--- src/rtl/wb_mem_responder.sv ---
// Wishbone classic slave backed by a 2^ADDR_W x 16 memory, serving single beats
// and held-strobe line fills with WAIT_N programmable wait cycles per beat.
module wb_mem_responder #(
    parameter int ADDR_W = 8,
    parameter int WAIT_N = 1
) (
    input  logic        i_clk,
    input  logic        i_rst_n,
    input  logic        wb_cyc,
    input  logic        wb_stb,
    input  logic        wb_we,
    input  logic [15:0] wb_adr,
    input  logic [1:0]  wb_sel,
    input  logic [15:0] wb_i_dat,
    output logic [15:0] wb_o_dat,
    output logic        wb_ack,
    output logic        wb_err,
    input  logic        i_wp
);

    localparam logic [3:0] WAIT_CNT = 4'(WAIT_N);

    typedef enum logic [1:0] {IDLE, WAIT, RESP} state_t;

    state_t      state_q;
    logic [3:0]  cnt_q;
    logic [15:0] adr_q;
    logic [15:0] dat_q;
    logic        we_q;
    logic        wp_q;
    logic [1:0]  sel_q;
    logic        ack_q;
    logic        err_q;
    logic [15:0] rdat_q;

    logic [15:0] mem [0:(1 << ADDR_W) - 1];

    logic              accept;
    logic              fire;
    logic [15:0]       curAdr;
    logic [15:0]       curDat;
    logic              curWe;
    logic              curWp;
    logic [1:0]        curSel;
    logic              curErr;
    logic [ADDR_W-1:0] curIdx;
    logic              memWe;

    // The beat being completed comes straight from the bus when there are no
    // wait cycles, otherwise from the copy latched at accept.
    always_comb begin
        accept = (state_q == IDLE) && wb_cyc && wb_stb;
        if (state_q == IDLE) begin
            curAdr = wb_adr;
            curDat = wb_i_dat;
            curWe  = wb_we;
            curWp  = i_wp;
            curSel = wb_sel;
        end else begin
            curAdr = adr_q;
            curDat = dat_q;
            curWe  = we_q;
            curWp  = wp_q;
            curSel = sel_q;
        end
        if (WAIT_N == 0) begin
            fire = accept;
        end else begin
            fire = (state_q == WAIT) && wb_cyc && (cnt_q == 4'd1);
        end
        curErr = ((curAdr >> ADDR_W) != 16'h0000) || (curWe && curWp);
        curIdx = curAdr[ADDR_W-1:0];
        memWe  = fire && curWe && !curErr && i_rst_n;
    end

    always_ff @(posedge i_clk or negedge i_rst_n) begin
        if (!i_rst_n) begin
            state_q <= IDLE;
            cnt_q   <= 4'd0;
            adr_q   <= 16'h0000;
            dat_q   <= 16'h0000;
            we_q    <= 1'b0;
            wp_q    <= 1'b0;
            sel_q   <= 2'b00;
            ack_q   <= 1'b0;
            err_q   <= 1'b0;
            rdat_q  <= 16'h0000;
        end else begin
            ack_q <= 1'b0;
            err_q <= 1'b0;
            if (fire) begin
                ack_q <= !curErr;
                err_q <= curErr;
                if (!curErr && !curWe) begin
                    rdat_q <= mem[curIdx];
                end
            end
            case (state_q)
                IDLE: begin
                    if (accept) begin
                        adr_q <= wb_adr;
                        dat_q <= wb_i_dat;
                        we_q  <= wb_we;
                        wp_q  <= i_wp;
                        sel_q <= wb_sel;
                        if (WAIT_N == 0) begin
                            state_q <= RESP;
                        end else begin
                            state_q <= WAIT;
                            cnt_q   <= WAIT_CNT;
                        end
                    end
                end
                WAIT: begin
                    // Losing the cycle aborts; a dropped strobe alone does not.
                    if (!wb_cyc) begin
                        state_q <= IDLE;
                        cnt_q   <= 4'd0;
                    end else begin
                        cnt_q <= cnt_q - 4'd1;
                        if (cnt_q == 4'd1) begin
                            state_q <= RESP;
                        end
                    end
                end
                RESP: state_q <= IDLE;
                default: state_q <= IDLE;
            endcase
        end
    end

    // Memory has no reset so its contents survive a bus reset.
    always_ff @(posedge i_clk) begin
        if (memWe) begin
            if (curSel[0]) begin
                mem[curIdx][7:0] <= curDat[7:0];
            end
            if (curSel[1]) begin
                mem[curIdx][15:8] <= curDat[15:8];
            end
        end
    end

    assign wb_o_dat = rdat_q;
    assign wb_ack   = ack_q;
    assign wb_err   = err_q;

endmodule

--- config.mk ---
export PLATFORM = sky130hd
export DESIGN_NAME = wb_mem_responder
export DESIGN_NICKNAME = d
export VERILOG_FILES = /design/src/rtl/wb_mem_responder.sv
export SDC_FILE = /design/constraint.sdc
export NUM_CORES = 2
export LEC_CHECK = 0
export CAP_MARGIN = 25
export CORE_MARGIN = 3
export CORE_UTILIZATION = 50
export DETAILED_ROUTE_END_ITERATION = 16
export PLACE_DENSITY = 0.77
export SYNTH_ARGS = -nofsm -noshare
export SYNTH_HDL_FRONTEND = slang
export SYNTH_SLANG_ARGS = --single-unit
--- constraint.sdc ---
create_clock -name i_clk -period 6.35 [get_ports i_clk]
set_clock_uncertainty 0.1 [all_clocks]
set_input_delay 1.27 -clock i_clk [delete_from_list [all_inputs] [get_ports i_clk]]
set_output_delay 1.27 -clock i_clk [all_outputs]
set_load 0.02 [all_outputs]
# Yosys cells after proc, flatten, opt, wreduce, memory -nomap -nowiden
# Memories as Yosys holds them, arrays and structs flattened. A register that Yosys moved wholly into a read port is not among the register bits.
# Cells that the tools add are included.
dict set report word_totals {
  regBits 44
  ram_bits 4096
  input_bits 40
  output_inout_bits 18
  wordCells 55
  n_memories 1
}
# name words width rd rd_clocked_by_memory_dff wr line
set mem_list {}
lappend mem_list {mem 256 16 1 1 1 36} ;# logic [15:0] mem [0:(1 << ADDR_W) - 1];
dict set report classes {
  n_addsub 1
  n_eq_ne 4
  muxes 20
  reduce_logical 20
}
# op n
set op_table {}
lappend op_table {{2-to-1 mux 16 bit} 2}
lappend op_table {{nonzero test 16 bit} 1}
lappend op_table {{2-to-1 mux 1 bit} 10}
lappend op_table {{logical AND 1 bit} 9}
lappend op_table {{2-to-1 mux 2 bit} 4}
lappend op_table {{2-to-1 mux 4 bit} 2}
lappend op_table {{one-hot mux 4 bit (2 select lines)} 1}
lappend op_table {{AND reduction 2 bit} 4}
lappend op_table {{equality test 4 x 1 -> 1 bit (second input constant)} 1}
lappend op_table {{one-hot mux 2 bit (2 select lines)} 1}
lappend op_table {{subtractor 4 x 1 -> 4 bit (second input constant)} 1}
lappend op_table {{logical NOT 1 bit} 3}
lappend op_table {{!= test 3 x 2 -> 1 bit (second input constant)} 1}
lappend op_table {{equality test 2 x 1 -> 1 bit (second input constant)} 1}
lappend op_table {{logical NOT 2 bit} 1}
lappend op_table {{!= test 2 bit (second input constant)} 1}
lappend op_table {{nonzero test 2 bit} 1}
lappend op_table {{logical OR 1 bit} 1}

# Longest topological paths before layout
dict set report logic_depth {
  depth_word 9
  ltp_mapped 12
  depth_no_buf 10
}

# Worst setup path before layout
# No wires, ideal clock.
dict set report synth_timing {
  kind {flip-flop to flip-flop}
  start {register state_q[1]}
  end {memory mem[0][10], data pin}
  setup_ns 0.823
  arrival_time_ns 4.796
  required_ns 5.427
  path_slack_ns 0.631
  path_stages_with_launch 9
  n_path_buf 5
  synth_period_minus_slack_ns 5.719
  cell_sequence {dfrtp_1 > buf_6 > nor2_8 > buf_2 > buf_2 > buf_1 > buf_1 > nand2_1 > nand2_1}
}
dict set report synth_via {
  elab_chain_cells 2
}
# item line
set synth_lines {}
lappend synth_lines {{start, declared} 25} ;# state_t state_q;
lappend synth_lines {{start signal, assigned} 78} ;# state_q <= IDLE;
lappend synth_lines {{start signal, assigned} 107} ;# state_q <= RESP;
lappend synth_lines {{start signal, assigned} 109} ;# state_q <= WAIT;
lappend synth_lines {{logical NOT 2 bit} 53} ;# if (state_q == IDLE) begin
lappend synth_lines {{2-to-1 mux 16 bit} 53}
lappend synth_lines {{net curDat[10]} 41} ;# logic [15:0] curDat;
lappend synth_lines {{end, declared} 36}
# The timed path passes the listed nets, and every way through them passes these cells.

# Worst setup path in the final report
dict set report layout_timing {
  start {register state_q[1]}
  end {register rdat_q[14], in the netlist wb_o_dat[14], read port of mem}
}
dict set report layout_via {
  elab_chain_cells 7
  word_cells_on_any_way 14
  classes_between {eq/ne: 1; mux: 3; reduce/logical: 10}
}
# item line
set layout_lines {}
lappend layout_lines {{logical NOT 2 bit} 53}
lappend layout_lines {{2-to-1 mux 16 bit or 2-to-1 mux 1 bit (tied branches)} 53}
lappend layout_lines {{nonzero test 16 bit or logical AND 1 bit (tied branches)} 71} ;# curErr = ((curAdr >> ADDR_W) != 16'h0000) || (curWe && curWp);
lappend layout_lines {{logical OR 1 bit} 71}
lappend layout_lines {{logical NOT 1 bit} 94} ;# if (!curErr && !curWe) begin
lappend layout_lines {{logical AND 1 bit} 94}
lappend layout_lines {{AND reduction 2 bit (no source line)} --}
lappend layout_lines {{end, declared} 34} ;# logic [15:0] rdat_q;
# Several ways; a longest one is shown, not always the timed one.
# A chain may end at the register's enable or synchronous reset.

==> impl_metrics.csv <==
group,metric,value,unit
run_status,status,"finished clean",
route,drt_iter0_markers,15874,
die,ios,58,
global_routing,grtUsageTotal,25.3,%
final_layout,fin_util,56.9,%
placement,hpwl,238000,um
global_routing,antenna_found_initial,27,
power_and_ir_drop,internal_power,0.0488,W
timing,rsz0062_at_grt,"no",
synthesis,synth_seq_area_share,80.5,%
die,die_w,562,um
global_routing,grt_start_max_net_pins,177,
global_routing,gr-total-overflow,0,
timing,final.setup.tns,0,ps
critical_path,cp.required,7000,ps
final_layout,syn2layout_area_growth,12.9,%
cts,cts_root_buffer,"clkbuf_16",
power_and_ir_drop,seqPwrFrac,47.8,%
die,core_area,307000,um2
cts,numCtsBuffers,385,
critical_path,path_max_fanout,47,
die,die_h,562,um
placement,io_buffers,57,
critical_path,crit_type,"flop to flop",
timing,period_minus_slack,5750,ps
power_and_ir_drop,p_switching,0.0198,W
timing,hold_violations,0,
synthesis,netlist_instances,9046,
final_layout,final_cell_area,175000,um2
timing,max_freq,174,MHz
critical_path,crit_path_start_kind,"flop",
cts,cts_setup_buffers,0,
route,antenna_left,0,
route,routed_wl,412000,um
route,drc,0,
power_and_ir_drop,combPwrFrac,18.9,%
timing,slew_violations,0,
synthesis,synth_nets,9088,
power_and_ir_drop,p_per_area,393,nW/um2
power_and_ir_drop,power.total,0.0686,W
final_layout,drive_above_1_share,11.6,%
synthesis,synth_cell_types,43,
cts,cts_hold_buf,0,
cts,clkTransAtPathRegs,60,ps
job,cap_violations,0,
power_and_ir_drop,switching_share,28.9,%
cts,htreeDepth,5,
die,die_area,316000,um2
die,start_util,50.4,%
cts,post_cts_resize_count,0,
timing,period_share,90.5,%
synthesis,ys_ff_latch,4156,
cts,clockBufferDepth,4,
timing,worst_slew_margin_rel,21.0,%
route,post_drt_wl_per_cell,30.1,um
placement,place_area,162000,um2
synthesis,ys_warn_count,0,
synthesis,syn_area,155000,um2
cts,tritoncts,"built",
cts,insertion_delay,890,ps
final_layout,finalNetCount,9299,
timing,worstMarginPinSlew,1190,ps
placement,gp_congestion,0.892,
power_and_ir_drop,irDropWorstVdd,0.351,mV
hold_path,hold_path.class,"input port to asynchronous set/reset pin",
cts,cts.sinks,4156,
power_and_ir_drop,p_leak,52.7,nW
synthesis,avgSynthCellArea,17.1,um2
critical_path,endpoint_kind,"flop",
route,dr_total_vias,91874,
timing,finalSetupViolCount,0,
power_and_ir_drop,p_clk_share,33.4,%
die,rows,203,
route,viasPerCell,6.72,
critical_path,cp.arrival,6400,ps
route,first_pass_iters,7,
global_routing,grt_pass1_vias,89298,
global_routing,grt_pass1_wl,599000,um
critical path, stage by stage (launching register included):
cell and delay, ps:
dfrtp_1 580, nor2_8 700, o21ai_4 440, buf_12 310, buf_12 180, buf_4 250
buf_4 250, a22oi_1 320, a21oi_1 150, o41ai_1 790, a41oi_1 570, a2111oi_0 690
a21oi_1 160
through the flow:
stage | hold slack [ps] | std cells | worst slack [ps]
floorplan | 380 | 9046 | 631
global placement | 390 | 12955 | 312
detailed placement | 396 | 12963 | 263
CTS | 199 | 13658 | 872
global route | 212 | 13666 | 783
finish | 231 | 13673 | 605
placed cells by master (no fill, tap or decap), types with 9 or more instances in the layout:
cell type / instances
clkinvlp_4: 19
a41oi_1: 48
dfrtp_1: 60
a21oi_1: 1047
nand2_4: 31
clkinv_2: 69
clkbuf_16: 394
clkbuf_1: 67
nor2_1: 529
mux2_2: 36
nand4_1: 19
a22oi_1: 2048
a2111oi_0: 16
nand2_1: 73
clkbuf_8: 9
o41ai_1: 253
bufinv_16: 37
clkdlybuf4s50_1: 56
edfxtp_1: 4096
clkinv_1: 74
buf_12: 83
buf_4: 371
synth_stat cells, drive strengths merged:
cell     count  area share [%]
or4b         2           0.013
a22oi     2048             9.9
a41oi       48            0.27
o22ai        1          0.0040
ha           2           0.016
dfrtp       60            0.97
edfxtp    4096              80
nor2       530             1.3
or2          1          0.0040
or3          4           0.016
nand3        8           0.026
nand4       19           0.077
nor4         4           0.016
buf        419             1.4
or4          1          0.0049
and2         9           0.036
and3         2          0.0081
nor3         2          0.0065
mux2i        1          0.0065
o21a         4           0.019
a2111oi     16           0.091
o21ai       12           0.044
a21o         1          0.0049
nand2b       9           0.036
o31a         2           0.011
nand2      104            0.25
a21oi     1047             3.4
inv          8           0.019
o211ai       2          0.0097
nor3b        2          0.0097
clkbuf     279            0.68
o41ai      256             1.5
a31oi        1           0.014
mux2        36            0.26
o31ai        5           0.024
nand3b       5           0.024
cells by family (layout without fill, tap and decap cells):
| group | count (synthesis) | count (layout) | share of synthesized area, % |
|---|---|---|---|
| AOI/OAI and AO/OA | 3443 | 3443 | 15.3 |
| adders and majority gates | 2 | 2 | 0.0162 |
| other | 0 | 8 | 0 |
| DFF | 4156 | 4156 | 80.5 |
| buffers and inverters | 706 | 1225 | 2.07 |
| muxes | 37 | 37 | 0.269 |
| and+or+nand+nor | 702 | 702 | 1.83 |
power by group through the flow:
stage	clock [W]	sequential, W	combinational, W
floorplan	0	0.0342	0.00684
global placement	0	0.0333	0.0121
detailed placement	0	0.0334	0.0125
CTS	0.0230	0.0328	0.0126
global route	0.0240	0.0328	0.0134
finish	0.0229	0.0328	0.0129
flip-flops by register name, summed over array words and instances (netlist names):
name / cells
mem: 4096
cnt_q: 4
dat_q: 16
wb_ack: 1
we_q: 1
wp_q: 1
adr_q: 16
wb_o_dat: 16
sel_q: 2
wb_err: 1
state_q: 2
area by class of cell:
cell class	instances	area [um2]
inverter	8	30.0
tap	4100	5130
fill	21775	132000
multi-input combinational	4184	27300
clock buffer	470	10200
clock inverter	225	2200
sequential	4156	124000
antenna	8	20.0
timing repair buffer	522	5130
per-layer routing:
layer | routed length, um | up-vias | global-route usage [%] | part of all wire, %
met5 | 177 | - | 0 | 0.043
li1 | - | 37797 | - | -
met3 | 55400 | 1132 | 6.30 | 13
met2 | 193000 | 7151 | 39.6 | 47
met1 | 143000 | 45770 | 33.8 | 35
met4 | 20200 | 24 | 11.0 | 4.9
final timing paths:
check                                            start                        to  slack [ps]  cells after the start
worst min register to register   dat_q[14]$_DFFE_PN0P_     dat_q[14]$_DFFE_PN0P_         410                      1
min in group i_clk               dat_q[14]$_DFFE_PN0P_     dat_q[14]$_DFFE_PN0P_         410                      1
worst min-delay path                           i_rst_n  wb_o_dat[11]$_DFFE_PN0P_         230                      1
max in group asynchronous                      i_rst_n      adr_q[6]$_DFFE_PN0P_        4690                      2
worst max register to register  state_q[1]$_DFFE_PN0P_  wb_o_dat[14]$_DFFE_PN0P_         600                     12
worst max-delay path            state_q[1]$_DFFE_PN0P_  wb_o_dat[14]$_DFFE_PN0P_         600                     12
Power figures use the tool's default switching activity.
